### src/rtl/riscv_soft_mem_arbiter_pkg.sv
// Shared constants and types for the soft-core memory arbiter.
// Contents:
//   MEM_LOAD/MEM_STORE/MEM_FENCE  memory op encodings (existing core encodings)
//   MEM_OP_TYPE_WORD              funct3 for a full-word access
//   ARB_OWNER_I/ARB_OWNER_D       owner tag stored per in-flight request
//   arb_fence_e                   fence FSM states (idle / drain / ack)
//   ptr_width()                   FIFO pointer width, at least one bit
package riscv_soft_mem_arbiter_pkg;

  localparam logic [1:0] MEM_LOAD  = 2'd0;
  localparam logic [1:0] MEM_STORE = 2'd1;
  localparam logic [1:0] MEM_FENCE = 2'd2;

  localparam logic [2:0] MEM_OP_TYPE_WORD = 3'b010;

  localparam logic ARB_OWNER_I = 1'b0;
  localparam logic ARB_OWNER_D = 1'b1;

  typedef enum logic [1:0] {
    ArbFenceIdle  = 2'b00,
    ArbFenceDrain = 2'b01,
    ArbFenceAck   = 2'b10
  } arb_fence_e;

  function automatic int unsigned ptr_width(input int unsigned depth);
    return (depth > 1) ? $clog2(depth) : 1;
  endfunction

endpackage

### src/rtl/riscv_soft_owner_fifo.sv
// In-order 1-bit owner FIFO: records which requester owns each in-flight memory
// request so responses can be steered back in order.
// Ports:
//   clk_i, rst_i         clock, asynchronous active-high reset
//   push_i, wdata_i      enqueue an owner tag (ignored when full)
//   pop_i                dequeue the head (ignored when empty)
//   rdata_o              owner tag at the head
//   empty_o, full_o      occupancy flags
//   count_o              number of entries held
module riscv_soft_owner_fifo
  import riscv_soft_mem_arbiter_pkg::*;
#(
  parameter int unsigned Depth = 2,
  localparam int unsigned PtrW = ptr_width(Depth),
  localparam int unsigned CntW = $clog2(Depth + 1)
) (
  input  logic            clk_i,
  input  logic            rst_i,
  input  logic            push_i,
  input  logic            wdata_i,
  input  logic            pop_i,
  output logic            rdata_o,
  output logic            empty_o,
  output logic            full_o,
  output logic [CntW-1:0] count_o
);

  logic [Depth-1:0] mem_q, mem_d;
  logic [PtrW-1:0]  wr_ptr_q, wr_ptr_d;
  logic [PtrW-1:0]  rd_ptr_q, rd_ptr_d;
  logic [CntW-1:0]  count_q, count_d;
  logic             push_en, pop_en;

  // Explicit wrap keeps the pointers correct for Depth == 1 as well.
  function automatic logic [PtrW-1:0] ptr_inc(input logic [PtrW-1:0] p);
    return (p == PtrW'(Depth - 1)) ? '0 : p + 1'b1;
  endfunction

  assign empty_o = (count_q == '0);
  assign full_o  = (count_q == CntW'(Depth));
  assign count_o = count_q;
  assign rdata_o = mem_q[rd_ptr_q];

  assign push_en = push_i && !full_o;
  assign pop_en  = pop_i && !empty_o;

  always_comb begin
    mem_d    = mem_q;
    wr_ptr_d = wr_ptr_q;
    rd_ptr_d = rd_ptr_q;
    count_d  = count_q + CntW'(push_en) - CntW'(pop_en);
    if (push_en) begin
      mem_d[wr_ptr_q] = wdata_i;
      wr_ptr_d        = ptr_inc(wr_ptr_q);
    end
    if (pop_en) begin
      rd_ptr_d = ptr_inc(rd_ptr_q);
    end
  end

  always_ff @(posedge clk_i or posedge rst_i) begin
    if (rst_i) begin
      mem_q    <= '0;
      wr_ptr_q <= '0;
      rd_ptr_q <= '0;
      count_q  <= '0;
    end else begin
      mem_q    <= mem_d;
      wr_ptr_q <= wr_ptr_d;
      rd_ptr_q <= rd_ptr_d;
      count_q  <= count_d;
    end
  end

endmodule

### src/rtl/riscv_soft_mem_arbiter.sv
// Shares one memory request/response port between the instruction-fetch side
// (i-side) and the data side (d-side). Requests and responses pass through with
// no added registers; an owner FIFO steers each in-order response back to its
// requester. d-side fences are absorbed locally: accepted, drained, then acked.
// Build option: define RISCV_SOFT_ARB_RR_EN for round-robin between i and d;
// otherwise the d-side always has priority over the i-side.
// Ports:
//   clk, reset                      clock, asynchronous active-high reset
//   i_req_* / i_resp_*              instruction-fetch request and response
//   d_req_* / d_resp_*              data load/store/fence request and response
//   mem_req_* / mem_resp_*          shared memory port
//   outstanding                     number of in-flight memory requests
module riscv_soft_mem_arbiter
  import riscv_soft_mem_arbiter_pkg::*;
#(
  parameter int unsigned XPR_LEN         = 32,
  parameter int unsigned ADDR_LEN        = 32,
  parameter int unsigned MAX_OUTSTANDING = 2
) (
  input  logic                                 clk,
  input  logic                                 reset,
  input  logic                                 i_req_valid,
  output logic                                 i_req_ready,
  input  logic [ADDR_LEN-1:0]                  i_req_addr,
  output logic                                 i_resp_valid,
  output logic [XPR_LEN-1:0]                   i_resp_data,
  input  logic                                 d_req_valid,
  output logic                                 d_req_ready,
  input  logic [ADDR_LEN-1:0]                  d_req_addr,
  input  logic [1:0]                           d_req_op,
  input  logic [2:0]                           d_req_op_type,
  input  logic [XPR_LEN-1:0]                   d_req_wdata,
  output logic                                 d_resp_valid,
  output logic [XPR_LEN-1:0]                   d_resp_data,
  output logic                                 mem_req_valid,
  input  logic                                 mem_req_ready,
  output logic [ADDR_LEN-1:0]                  mem_req_addr,
  output logic [1:0]                           mem_req_op,
  output logic [2:0]                           mem_req_op_type,
  output logic [XPR_LEN-1:0]                   mem_req_wdata,
  input  logic                                 mem_resp_valid,
  input  logic [XPR_LEN-1:0]                   mem_resp_data,
  output logic [$clog2(MAX_OUTSTANDING+1)-1:0] outstanding
);

  localparam int unsigned CntW = $clog2(MAX_OUTSTANDING + 1);

  arb_fence_e fence_q, fence_d;
  logic       pri_d;
  logic       d_fence, d_mem;
  logic       grant_d, grant_i;
  logic       fence_idle, fence_take;
  logic       accept, pop;
  logic       drained;
  logic       fifo_head, fifo_empty, fifo_full;
  logic [CntW-1:0] fifo_count;

  assign outstanding = fifo_count;

  always_comb begin
    d_fence    = d_req_valid && (d_req_op == MEM_FENCE);
    d_mem      = d_req_valid && !d_fence;
    fence_idle = (fence_q == ArbFenceIdle);

    grant_d = d_mem && (pri_d || !i_req_valid);
    grant_i = i_req_valid && !grant_d;

    // A pending fence blocks the i-side even though it never reaches memory.
    mem_req_valid = !reset && fence_idle && !fifo_full && !d_fence && (grant_d || grant_i);
    fence_take    = !reset && fence_idle && d_fence;
    accept        = mem_req_valid && mem_req_ready;

    i_req_ready = accept && grant_i;
    d_req_ready = (accept && grant_d) || fence_take;

    mem_req_addr    = grant_d ? d_req_addr : i_req_addr;
    mem_req_op      = grant_d ? d_req_op : MEM_LOAD;
    mem_req_op_type = grant_d ? d_req_op_type : MEM_OP_TYPE_WORD;
    mem_req_wdata   = d_req_wdata;

    // Stray responses with nothing in flight are dropped.
    pop          = !reset && mem_resp_valid && !fifo_empty;
    i_resp_valid = pop && (fifo_head == ARB_OWNER_I);
    d_resp_valid = (pop && (fifo_head == ARB_OWNER_D)) || (!reset && fence_q == ArbFenceAck);
    i_resp_data  = mem_resp_data;
    d_resp_data  = mem_resp_data;

    // No pushes happen while draining, so count reaching zero next cycle
    // means empty now or the last entry popping now.
    drained = (fifo_count == '0) || ((fifo_count == CntW'(1)) && pop);

    fence_d = fence_q;
    unique case (fence_q)
      ArbFenceIdle:  if (fence_take) fence_d = ArbFenceDrain;
      ArbFenceDrain: if (drained) fence_d = ArbFenceAck;
      ArbFenceAck:   fence_d = ArbFenceIdle;
      default:       fence_d = ArbFenceIdle;
    endcase
  end

  always_ff @(posedge clk or posedge reset) begin
    if (reset) begin
      fence_q <= ArbFenceIdle;
    end else begin
      fence_q <= fence_d;
    end
  end

`ifdef RISCV_SOFT_ARB_RR_EN
  logic pri_d_q, pri_d_d;

  assign pri_d = pri_d_q;

  // Only a contested accept moves priority, toward the side that lost.
  always_comb begin
    pri_d_d = pri_d_q;
    if (accept && i_req_valid && d_mem) begin
      pri_d_d = !grant_d;
    end
  end

  always_ff @(posedge clk or posedge reset) begin
    if (reset) begin
      pri_d_q <= 1'b1;
    end else begin
      pri_d_q <= pri_d_d;
    end
  end
`else
  assign pri_d = 1'b1;
`endif

  riscv_soft_owner_fifo #(
    .Depth (MAX_OUTSTANDING)
  ) u_owner_fifo (
    .clk_i   (clk),
    .rst_i   (reset),
    .push_i  (accept),
    .wdata_i (grant_d ? ARB_OWNER_D : ARB_OWNER_I),
    .pop_i   (pop),
    .rdata_o (fifo_head),
    .empty_o (fifo_empty),
    .full_o  (fifo_full),
    .count_o (fifo_count)
  );

endmodule

### config.mk
export PLATFORM = sky130hd
export DESIGN_NAME = riscv_soft_mem_arbiter
export DESIGN_NICKNAME = d
export VERILOG_FILES = /design/src/rtl/riscv_soft_mem_arbiter_pkg.sv /design/src/rtl/riscv_soft_owner_fifo.sv /design/src/rtl/riscv_soft_mem_arbiter.sv
export SDC_FILE = /design/constraint.sdc
export NUM_CORES = 1
export LEC_CHECK = 0
export ABC_CLOCK_PERIOD_IN_PS = 1800
export CAP_MARGIN = 20
export CORE_AREA = 3 3 106 108
export CTS_BUF_LIST = sky130_fd_sc_hd__clkbuf_4
export CTS_CLUSTER_SIZE = 14
export DETAILED_ROUTE_END_ITERATION = 12
export DIE_AREA = 0 0 109 111
export HOLD_SLACK_MARGIN = 0.05
export SLEW_MARGIN = 20
export SYNTH_ARGS = -nofsm -noshare
export SYNTH_HDL_FRONTEND = slang
export SYNTH_SLANG_ARGS = --single-unit
### constraint.sdc
create_clock -name clk -period 1.8 [get_ports clk]
set_input_delay 0.36 -clock clk [delete_from_list [all_inputs] [get_ports clk]]
set_output_delay 0.36 -clock clk [all_outputs]
set_load 0.01 [all_outputs]
; ---- Word level (Yosys, flattened, before mapping)
; Cells that the tools add are included.
[totals]
word_cells = 66
reg_bits = 8
output_inout_bits = 140
input_bits = 139
[classes]
add_sub_neg = 4
n_eq_ne = 7
n_bitwise = 1
magnitude_cmp = 3
muxes = 14
n_reduce_logical = 32
[ops]
columns = operator, count
row1 = $mux 32, 1
row2 = $logic_and 1x1->1, 20
row3 = $eq 2x2->1 const B, 3
row4 = $mux 1, 6
row5 = $mux 2, 3
row6 = $logic_not 1->1, 5
row7 = $eq 2x1->1 const B, 2
row8 = $logic_not 2->1, 2
row9 = $logic_or 1x1->1, 4
row10 = $lt 1x2->1 const B, 2
row11 = $pmux 2 s2, 1
row12 = $mux 3, 1
row13 = $add 1x1->1 const B, 2
row14 = $add 2x1->2, 1
row15 = $bwmux 2, 1
row16 = $ne 2x1->1 const B, 1
row17 = $ne 2x2->1 const B, 1
row18 = $reduce_and 2->1, 1
row19 = $sub 2x1->2, 1
row20 = $demux 1 s1, 1
row21 = $ge 1x1->1 const B, 1
row22 = $not 1->1, 1

; ---- Depth between registers and ports, before layout
[depth]
word_depth = 12
depth_mapped = 6
ltp_nobuf = 5

; ---- Modules after synthesis
; From an unflattened synthesis, not the netlist that was laid out.
[unflattened]
hier_cells = 185
hier_area_um2 = 1732.9
[by_module_without_submodules]
columns = mod, area_per_inst_um2, n_inst, seq_area_each_um2, cells_per_inst
row1 = riscv_soft_mem_arbiter, 1440.1, 1, 50.0, 161
row2 = riscv_soft_owner_fifo, 292.8, 1, 150.1, 24

; ---- Least setup slack after synthesis
; No wires, ideal clock.
[synth_timing]
path_kind = reg-to-output
from = reg fence_q[1]
to = out d_req_ready
n_path_buf = 0
arrival_time_ns = 1.136
path_stages_with_launch = 3
slack_ns = 0.304
required_time_ns = 1.440
cell_sequence = dfrtp_1 -> or3_1 -> a211oi_1
[synth_via]
elab_chain_cells = 8
elab_cells_between_ends = 9
classes_between = reduce/logical (9)
[synth_lines]
columns = item, line_no
row1 = "start, declared", riscv_soft_mem_arbiter.sv:48  ; arb_fence_e fence_q, fence_d;
row2 = "start signal, assigned", riscv_soft_mem_arbiter.sv:103  ; fence_q <= ArbFenceIdle;
row3 = "start signal, assigned", riscv_soft_mem_arbiter.sv:105  ; fence_q <= fence_d;
row4 = $logic_not 2->1 *, riscv_soft_mem_arbiter.sv:63  ; fence_idle = (fence_q == ArbFenceIdle);
row5 = $logic_and 1x1->1 *, "riscv_soft_mem_arbiter.sv:69, riscv_soft_mem_arbiter.sv:70"
row6 = $logic_and 1x1->1 (3 in a row), riscv_soft_mem_arbiter.sv:69  ; mem_req_valid = !reset && fence_idle && !fifo_full && !d_fence && (grant_d || grant_i);
row7 = $logic_and 1x1->1, riscv_soft_mem_arbiter.sv:71  ; accept = mem_req_valid && mem_req_ready;
row8 = $logic_and 1x1->1, riscv_soft_mem_arbiter.sv:74  ; d_req_ready = (accept && grant_d) || fence_take;
row9 = $logic_or 1x1->1 *, riscv_soft_mem_arbiter.sv:74
row10 = "end, declared", riscv_soft_mem_arbiter.sv:28  ; output logic d_req_ready,
; Every way passes the cells marked *; elsewhere a longest branch is shown, timed or not.

; ---- Worst setup path in the final report
[layout_timing]
from = reg fence_q[0]
to = out i_req_ready
[layout_via]
elab_chain_cells = 7
[layout_lines]
columns = item, line_no
row1 = $logic_not 2->1, riscv_soft_mem_arbiter.sv:63
row2 = $logic_and 1x1->1 (4 in a row), riscv_soft_mem_arbiter.sv:69
row3 = $logic_and 1x1->1, riscv_soft_mem_arbiter.sv:71
row4 = $logic_and 1x1->1, riscv_soft_mem_arbiter.sv:73  ; i_req_ready = accept && grant_i;
row5 = "end, declared", riscv_soft_mem_arbiter.sv:23  ; output logic i_req_ready,
; No other way between the ends.

==> results.txt <==
The flow ran to the end, and the final reports show no timing, DRC or antenna violations. The worst-case setup slack after placement came out at -620 ps. The number of instances in the synthesized netlist came out at 254.

At the end of the flow the core is filled with cells to roughly a quarter. After synthesis, the share of cell area in mux cells is about 3.4%. The wire length of the first global-routing pass is around 9.7 mm. The count of distinct cell types in the synthesized netlist came out at 32. The number of buffers added to fix hold violations after cts is 0. The pin count of the biggest net entering global routing is 13. The number of vias per cell came out at between 3 and 4. The placeable core region is between 10000 and 15000 µm². The worst register-to-register path ends at u_owner_fifo.mem_q[1]$_DFFE_PP0P_.

The largest voltage drop on the vdd net came out at 0.000706 V. The final wirelength came out at 7.20 mm. The fraction of the mapped netlist area in adder cells came out at 0.745%.

The worst clock skew came out at about 1.2 ps. Of the available clock period, the critical path in the final layout requires between 90 and 100%. Averaged over all synthesized cells, the footprint is 6.62 µm². Timing would allow up to around 0.56 GHz. The path class of the lowest-slack min-delay path is input port to async pin. The final max-slew violation count came out at 0.

The highest fanout seen on the critical path came out at 4. The clock-pin slew on the worst setup and hold paths is about 50 ps. The number of instances in the placed design is 420. The synthesized netlist occupies a cell area of 1680 µm². The cell area reported after detailed placement came out at 2410 µm². The clock tree from TritonCTS is yes. The finished layout cell area came out at 2500 µm². The overall die width came out at roughly 110 µm. The total vias in the final route is ~1700. The final non-filler cell total came out at between 400 and 500. The final-stage net count came out at 441.

The die is 111 µm tall. The total half-perimeter wirelength after legalization and detailed placement is 5.70 mm. In this run the critical register-to-register path is launched from fence_q[0]$_DFFE_PP0P_.

The number of nets in the synthesized netlist came out at 394. Once the floorplan was initialized, standard cells occupied 16.3% of the core. The number of global-route vias before repair came out at around 1700. The fraction of final layout cells with drive strength greater than 1 is a little under a third. The number of placement rows is 37. The worst endpoint data arrival time is 1420 ps.

In this run the static leakage power is 1.24 nW. The share of the synthesized area in the top cell type came out at a little over two fifths. The worst-case setup margin in the final layout came out at about 20 ps. The shortest period the worst path allows is 1780 ps. The die area came out at 12100 µm². The number of warnings printed during yosys synthesis is 0.

The number of antenna diodes in the final layout is 0. For this run, the leading register cell type out of synthesis is dfrtp_1. The maximum number of buffers from clock root to sink is 2.

The remaining design rule violation count came out at 0. After the first detailed-routing iteration, the DRC count stood at 63. Power spread over the standard cell area amounts to 607 nW/µm². The final hold violation count came out at 0. By instance count, the leading cell after synthesis is nand2_1. The slew of the pin with the lowest slew margin came out at around 200 ps. The summed negative setup slack over all endpoints is 0 ps. STA classifies the critical path startpoint as a flip-flop.

The multi-input combinational cell area is 753 µm². The final RePlAce weighted congestion came out at between 0.7 and 0.8. The synthesized flop and latch total is 8. The area growth from synthesis to final layout came out at 48.6%. The insertion delay of the later-clocked pin in the worst-skew pair came out at 250 ps. In this run the clock root is driven by a clkbuf_4. The share of synthesized flip-flops with an asynchronous set or reset came out at 100%. The simple logic cell fraction of the synthesized area is 33.2%.

The parity-gate share of the synthesized area counting xor and xnor cells came out at ~2.6%. Measured against its own limit, the worst slew margin works out to between 80% and 90%. The total overflow reported by the global router is 0. Setup violations remaining at the end of the flow were counted as 0.

The H-tree depth is 1. The number of enable-type register cells in the synthesized netlist is 0. Ranked by instance count, the synthesized netlist is headed by nand2_1, buf_4, dfrtp_1. For this run, the total global-route usage over all layers was measured as about 10%. The initial antenna violation count came out at 0. Summed over all instances, the cell type with the most area after synthesis is buf_4. For the worst setup path, the data required time is between 1000 and 1500 ps. STA classifies the critical path endpoint as an output port. By startpoint and endpoint, the worst setup path is classified as flip-flop to output port.

Input and output buffers added on the ports amount to around 120. Setup repair after global routing could not meet its margin everywhere. The combinational family with the most area after synthesis is buffers and inverters. The number of clock sinks came out at 8.

The sequential share of the synthesized area came out at a little under an eighth. The number of clock buffers inserted by TritonCTS came out at 3. The max-cap violation count came out at 0. The number of inserted filler cells in the final layout came out at ~1100. The worst reg2reg path depth is 6.

Setup slack on the worst reg-to-reg path comes out at 190 ps. The mean routed wirelength per cell came out at 16.5 µm. The synthesized-area fraction occupied by ao, oa, aoi and oai cells is between 1.5 and 2%. The flip-flop and latch area is roughly 200 µm². The number of primary I/O pins came out at around 280. The post-route antenna net violation count came out at 0.

The first-pass iteration count of the detailed router is 4. Yosys attributes the largest share of cell area to buf_4, nand2_1, dfrtp_1.
how the worst max path moves through the flow:
| stage | startpoint | end | cells past startpoint |
|---|---|---|---|
| detailed placement | d_req_op[0] | mem_req_addr[11] | 7 |
| CTS | fence_q[1]$_DFFE_PP0P_ | i_req_ready | 5 |
| floorplan | fence_q[1]$_DFFE_PP0P_ | d_req_ready | 2 |
| global placement | d_req_op[0] | mem_req_addr[11] | 7 |
| finish | fence_q[0]$_DFFE_PP0P_ | i_req_ready | 5 |
| global route | fence_q[0]$_DFFE_PP0P_ | i_req_ready | 5 |
area by class of cell:
| class | instances | share of cell area [%] |
|---|---|---|
| timing repair buffer | 146 | 53.4 |
| multi-input combinational | 137 | 30.2 |
| sequential | 8 | 8.02 |
| tap | 136 | 6.81 |
| clock buffer | 3 | 0.902 |
| inverter | 5 | 0.752 |
where the power goes:
part	internal (mW)	total, mW	leakage, nW	switching (mW)
sequential	0.263	0.319	0.0987	0.0568
clock	0.0760	0.133	0.0138	0.0572
combinational	0.608	1.06	1.12	0.455
layout by cell type (no fill, tap or decap), types with 3 or more instances in the layout:
cell type and count:
and3_1 3, buf_12 3, buf_16 3, buf_2 37, buf_4 17, clkbuf_4 3, clkdlybuf4s50_1 71, dfrtp_1 8
dlygate4sd2_1 6, inv_1 4, nand2_1 92, nand2_2 6, nor2_2 3, nor3_2 3, xnor2_1 4
through the flow:
step,hold slack [ps],power [mW]
floorplan,184,0.972
global placement,470,1.31
detailed placement,480,1.33
CTS,441,1.46
global route,468,1.62
finish,447,1.52
per-layer routing:
metal | wire length (µm) | part of all wire, % | vias to the layer above | track usage (%)
li1 | - | - | 773 | -
met1 | 1960 | 27 | 706 | 8.35
met2 | 3850 | 53 | 177 | 20.9
met3 | 1330 | 18 | 8 | 6.23
met4 | 64 | 0.89 | 0 | 1.43
met5 | 0 | 0 | - | 0
state kept, by name, summed over array words and instances (netlist names):
register / cells
u_owner_fifo.rd_ptr_q: 1
fence_q: 2
u_owner_fifo.mem_q: 2
u_owner_fifo.count_o: 2
u_owner_fifo.wr_ptr_q: 1
repair_timing:
action	in CTS	in global routing
setup buffers	5	3
cloned	3	1
setup endpoints to repair	43	15
endpoints found under the hold margin	0	0
gates resized for setup	174	19
pin swaps	2	2
kinds of logic after synthesis:
logic type               Yosys count
AO/OA/AOI/OAI                      4
XOR/XNOR                           5
adder cells (fa/ha/maj)            1
buffers and inverters            109
flip-flops                         8
multiplexers                       4
AND/OR/NAND/NOR                  123
critical path, stage by stage, from the launching register on:
cell	delay (ps)
dfrtp_1	420
nor3_4	220
buf_6	130
nand3_4	70
nor3b_2	170
buf_2	160
Power figures use the tool's default switching activity.
